===== config.mk =====
export PLATFORM = sky130hd
export DESIGN_NAME = branch_target_predictor
export DESIGN_NICKNAME = d
export VERILOG_FILES = /design/src/rtl/cpu_types_pkg.sv /design/src/rtl/sat_counter2.sv /design/src/rtl/branch_target_predictor.sv
export SDC_FILE = /design/constraint.sdc
export NUM_CORES = 2
export LEC_CHECK = 0
export BUFFER_PORTS_ARGS = -buffer_cell sky130_fd_sc_hd__buf_2
export CAP_MARGIN = 10
export CORE_MARGIN = 2
export CORE_UTILIZATION = 67
export CTS_BUF_LIST = sky130_fd_sc_hd__clkbuf_2
export DETAILED_ROUTE_END_ITERATION = 10
export PLACE_DENSITY = 0.84
export SLEW_MARGIN = 20
export SYNTH_ARGS = -nofsm -noshare
export SYNTH_HDL_FRONTEND = slang
export SYNTH_HIERARCHICAL = 1
export SYNTH_SLANG_ARGS = --single-unit

===== constraint.sdc =====
create_clock -name CLK -period 9.6 [get_ports CLK]
set_input_delay 0.96 -clock CLK [delete_from_list [all_inputs] [get_ports CLK]]
set_output_delay 0.96 -clock CLK [all_outputs]
set_load 0.01 [all_outputs]

===== src/rtl/cpu_types_pkg.sv =====
// Shared CPU types: branch opcodes, 2-bit predictor counter and BTB entry layout.
package cpu_types_pkg;

    localparam logic [5:0] BEQ = 6'b000100;
    localparam logic [5:0] BNE = 6'b000101;

    typedef enum logic [1:0] {
        SNT = 2'b00,
        WNT = 2'b01,
        WT  = 2'b10,
        ST  = 2'b11
    } ctr2_t;

    // Tag is stored right-aligned in 32 bits so the layout does not depend on ENTRIES.
    typedef struct packed {
        logic        valid;
        logic [31:0] tag;
        logic [31:0] target;
        ctr2_t       ctr;
    } btb_entry_t;

    function automatic logic [31:0] sat_inc32(input logic [31:0] x);
        return (x == 32'hFFFF_FFFF) ? x : x + 32'd1;
    endfunction

endpackage


===== src/rtl/sat_counter2.sv =====
// Next-state function of a 2-bit saturating taken/not-taken counter.
module sat_counter2
    import cpu_types_pkg::*;
(
    input  ctr2_t cur,
    input  logic  taken,
    output ctr2_t next
);

    // Step toward ST on taken, toward SNT on not-taken, holding at the ends.
    always_comb begin
        next = cur;
        if (taken && cur != ST)
            next = ctr2_t'(cur + 2'd1);
        else if (!taken && cur != SNT)
            next = ctr2_t'(cur - 2'd1);
    end

endmodule


===== src/rtl/branch_target_predictor.sv =====
// Direct-mapped BTB with 2-bit counters: IF-stage prediction, MEM-stage
// resolution/retraining and saturating performance counters.
module branch_target_predictor
    import cpu_types_pkg::*;
#(
    parameter int ENTRIES = 16,
    parameter int IDX_W   = $clog2(ENTRIES)
) (
    input  logic        CLK,
    input  logic        RST,
    input  logic [31:0] pc_if,
    input  logic [31:0] instruction_if,
    input  logic        stop_new_branch,
    output logic        predict_taken,
    output logic [31:0] predict_target,
    input  logic        branch_valid_mem,
    input  logic        update_en,
    input  logic [31:0] pc_mem,
    input  logic [31:0] target_mem,
    input  logic        taken_mem,
    input  logic        predicted_mem,
    input  logic [31:0] predicted_target_mem,
    output logic        branch_taken,
    output logic        branch_prediction,
    output logic        mispredict,
    output logic [31:0] recovery_pc,
    output logic [31:0] branch_count,
    output logic [31:0] mispredict_count
);

    btb_entry_t btb [ENTRIES];

    logic [IDX_W-1:0] if_idx, up_idx;
    logic [31:0]      if_tag, up_tag;
    logic             is_branch, if_hit, up_hit, target_err, do_update;
    ctr2_t            ctr_next;

    // Opcode-only predecode; the rest of the fetched word is irrelevant here.
    logic unused_insn_bits;
    assign unused_insn_bits = ^instruction_if[25:0];

    assign if_idx = pc_if[IDX_W+1:2];
    assign if_tag = {{(IDX_W+2){1'b0}}, pc_if[31:IDX_W+2]};
    assign up_idx = pc_mem[IDX_W+1:2];
    assign up_tag = {{(IDX_W+2){1'b0}}, pc_mem[31:IDX_W+2]};

    assign is_branch = (instruction_if[31:26] == BEQ) || (instruction_if[31:26] == BNE);
    assign if_hit    = btb[if_idx].valid && (btb[if_idx].tag == if_tag);
    assign up_hit    = btb[up_idx].valid && (btb[up_idx].tag == up_tag);
    assign do_update = branch_valid_mem && update_en;

    // Lookup reads registered state only, so a same-cycle update is not bypassed.
    always_comb begin
        predict_taken  = is_branch && if_hit && btb[if_idx].ctr[1] && !stop_new_branch;
        predict_target = predict_taken ? btb[if_idx].target : pc_if + 32'd4;
    end

    // Resolution: direction error, or correct taken guess with the wrong target.
    always_comb begin
        target_err        = taken_mem && predicted_mem && (predicted_target_mem != target_mem);
        mispredict        = branch_valid_mem && ((taken_mem != predicted_mem) || target_err);
        recovery_pc       = taken_mem ? target_mem : pc_mem + 32'd4;
        branch_taken      = taken_mem && branch_valid_mem;
        // A target-only error still had the direction right, so report it as such.
        branch_prediction = target_err ? branch_taken : (predicted_mem && branch_valid_mem);
    end

    sat_counter2 u_ctr (
        .cur   (btb[up_idx].ctr),
        .taken (taken_mem),
        .next  (ctr_next)
    );

    // Table retraining and statistics; reset overrides any same-cycle update.
    always_ff @(posedge CLK) begin
        if (RST) begin
            for (int i = 0; i < ENTRIES; i++)
                btb[i] <= '{valid: 1'b0, tag: 32'd0, target: 32'd0, ctr: WNT};
            branch_count     <= 32'd0;
            mispredict_count <= 32'd0;
        end else if (do_update) begin
            branch_count <= sat_inc32(branch_count);
            if (mispredict)
                mispredict_count <= sat_inc32(mispredict_count);
            if (up_hit) begin
                btb[up_idx].ctr <= ctr_next;
                if (taken_mem)
                    btb[up_idx].target <= target_mem;
            end else if (taken_mem) begin
                btb[up_idx] <= '{valid: 1'b1, tag: up_tag, target: target_mem, ctr: WT};
            end
        end
    end

endmodule


==> impl_results.md <==
* Status: complete, no violations
* Crit path time final at approximately 6.7 ns
* Slew HR at 0.2077
* Initial Util at 0.6792
* Hold_ws at ~0.087 ns
* Vias per cell at 7.324
* FILL cells at roughly 4.9k
* Cell Pwr Density at roughly 160 nW/um^2
* H-tree depth at 5
* Crit path capture type: output pin
* Synthesized Nets at 4041
* Slowest stage cell, crit path: buf_4
* RR Endpoint: btb[9][1]
* Unrepaired setup endpoints after global routing: false
* Hold WC Path Type: primary input to register
* Die ar. at 82630 sq um
* First-pass GRT wire length at 249000 um
* CP max FO at roughly 80
* Most used DFF post-synth: edfxtp_1
* GP Congestion at about 0.97
* Met3 GRT Util at 0.1767
* Maxcap violations at 0
* Leak at 23.66 nW
* Rows at 103
* Via count at 39.15k
* NumNets Final at between 4k and 5k
* Clk buf depth at 4
* Port Buffers at approximately 270
* TritonCTS clock tree: done
* Met1 usage at 0.5179
* Critical path origin: pc_if[3]
* Post-Syn Instances at between 3k and 4k
* Worst-path clk slew at between 0.1 and 0.15 ns
* Period utilisation layout at 0.6936
* Num CTS Buffers at 284
* Critical path type: primary input to output pin
* Setup Skew at about 0.18 ns
* Grt ovf at 0
* Sequential share of power at 0.559
* Antenna Nets Post-Route at 0
* Synth Register Bits at approximately 1.0k
* # resized after CTS at 0
* Total negative slack at 0 ns
* Vias in the first global route at roughly 39k
* Synthesized area at about 54000 sq um
* Drt wl/cell at 32.51 um
* Synth unique cells at 68
* Mapped Avg Cell Area at roughly 14 sq um
* Post-CTS setup buffers at 0
* Final setup viols at 0
* Critical path data arrival time at around 5.7 ns
* End of the critical path: predict_target[25]
* CP max stage delay at between 0.7 and 0.8 ns
* Slew @ Worst Pin at approximately 1.2 ns
* Clk sinks at 1040
* Clk root buf: clkbuf_2
* FF-to-FF setup slack at between 4 and 5 ns
* R2r worst-path depth at 10
* Die outline width at approximately 290 um
* Ranking of synthesized cells by area: edfxtp_1 54%, mux4_2 16%, and3_1 9.5%, dfxtp_1 3.0%, clkbuf_1 2.4%
* Worst Path Required at 8.64 ns
* Grt met2 use at 0.6164
* Commonest non-fill, non-tap cell in the layout: edfxtp_1
* CP delay by family, top: buffers and inverters
* Combinational share of power at 0.127
* DRT Pass-1 Iters at 7
* Buf/Inv on CP at 4
* Commonest cells after routing, fill and taps aside: 960 x edfxtp_1, 819 x and3_1, 392 x clkbuf_2
* Fin. Hold Viols at 0
* Cell taking the most area after synthesis: edfxtp_1
* Sw frac at 0.2867
* Top-area cell type share of the netlist area at 0.5355
* WL final at about 170000 um
* Total track usage at 0.4225
* Fmax achieved at between 0.15 and 0.2 GHz
* Pint at 0.006694 W
* Crit-path cells: buf_8 -> buf_4 -> mux4_2 -> o21ai_0 -> or3_1 -> o211ai_1 -> nor4b_1 -> nand4b_1 -> nor2_4 -> buf_16 -> mux2_2 -> buf_2
* Clk_lat worst skew at 1.59 ns
* Layout cells sized above 1 at 0.2901
* Die height at approximately 290 um
* Drc violations at 0
* Synth warnings at 6
* Hpwl dp at 100300 um
* WP depth at 12
* Ys async rst share at 0
* Layout area overhead at 8.242%
* EDFF count, synth at 960
* Worst R2R Start: btb[10][56]
* NetSw at about 0.0027 W
* GR peak layer: met2
* Max Slew Vio Count at 0
* Initial DRC Count at 6420
* Worst vdd ir at ~0.000096 V
* Startpoint types: primary input
* Clock power share at 0.314
* Post-synthesis sequential area ratio at 0.5652
* Initial antenna violation count at 13
* Core footprint at about 79000 sq um
* IO Pins at 299
* Largest net degree at the start of global routing at 162
worst min-delay path by stage:
stage | slack (ns) | start | to | cells after the start
global placement | 0.46 | btb[13][60] | btb[13][60] | 1
global route | 0.04 | target_mem[11] | btb[1][13] | 2
finish | 0.09 | pc_mem[17] | btb[14][45] | 2
CTS | 0.002 | target_mem[11] | btb[5][13] | 2
detailed placement | 0.47 | btb[14][60] | btb[14][60] | 1
floorplan | 0.45 | btb[7][60] | btb[7][60] | 1
stage by stage:
step	std cells	setup WS, ns	power [W]	instance area [sq um]	utilization
floorplan	3864	4.470	0.006004	53830	-
finish	5345	2.942	0.009385	58270	0.7352
detailed placement	4821	2.733	0.006462	55460	0.6997
global placement	4821	2.912	0.006422	55460	0.6997
CTS	5332	2.861	0.009294	58180	0.7340
global route	5340	2.839	0.009634	58260	0.7351
power groups by stage:
| stage | combinational (W) | clock, W | sequential (W) |
|---|---|---|---|
| detailed placement | 0.00112 | 0 | 0.00534 |
| global route | 0.00121 | 0.00316 | 0.00526 |
| global placement | 0.00110 | 0 | 0.00532 |
| CTS | 0.00114 | 0.00292 | 0.00524 |
| finish | 0.00120 | 0.00295 | 0.00524 |
| floorplan | 0.000701 | 0 | 0.00530 |
cell families (layout without fill, tap and decap cells):
| logic type | after synthesis | after routing | share of synthesized area |
|---|---|---|---|
| AOI/OAI and AO/OA | 244 | 244 | 0.03140 |
| xor gates and xnor gates | 178 | 178 | 0.02896 |
| adders and majority gates | 10 | 10 | 0.002324 |
| buffers and inverters | 454 | 874 | 0.03456 |
| DFF | 1040 | 1040 | 0.5652 |
| muxes | 496 | 496 | 0.1804 |
| other | 0 | 11 | 0 |
| and+or+nand+nor | 1442 | 1442 | 0.1571 |
area by class of cell:
type / count / area, sq um / area share
Sequential cell: 1040 / 30430 / 0.5222
Multi-Input combinational cell: 2370 / 21730 / 0.3729
Timing Repair Buffer: 389 / 2452 / 0.04209
Clock buffer: 392 / 1962 / 0.03367
Tap cell: 1050 / 1314 / 0.02255
Clock inverter: 70 / 270.3 / 0.004638
Inverter: 23 / 88.84 / 0.001525
Antenna cell: 11 / 27.53 / 0.0004724
flip-flops by register name (all words and copies together), names as in the netlist:
register / cells
branch_count: 32
btb: 976
mispredict_count: 32
routing by layer:
metal / vias to the layer above / wire, um
met3: 887 / 30060
li1: 15630 / -
met2: 3873 / 76730
met5: - / 86
met4: 10 / 13320
met1: 18750 / 53580
cell usage after synthesis, types with 30 or more instances:
| master | instances |
|---|---|
| nor3_1 | 39 |
| mux2i_1 | 67 |
| nand3_1 | 48 |
| dfxtp_1 | 80 |
| and2_1 | 148 |
| xor2_1 | 104 |
| mux2_2 | 35 |
| mux4_2 | 374 |
| edfxtp_1 | 960 |
| o21ai_0 | 76 |
| clkbuf_1 | 345 |
| a21oi_1 | 30 |
| nor2_1 | 110 |
| xnor2_1 | 74 |
| and3_1 | 819 |
| nand4_1 | 38 |
| buf_2 | 38 |
| nand2_1 | 104 |
timing repair:
| item | CTS | global route |
|---|---|---|
| hold buffers | 49 | 0 |
| hold endpoints to repair | 668 | 0 |
| setup endpoints to repair | 0 | 0 |
No activity file was read; power rests on OpenSTA's default activity.
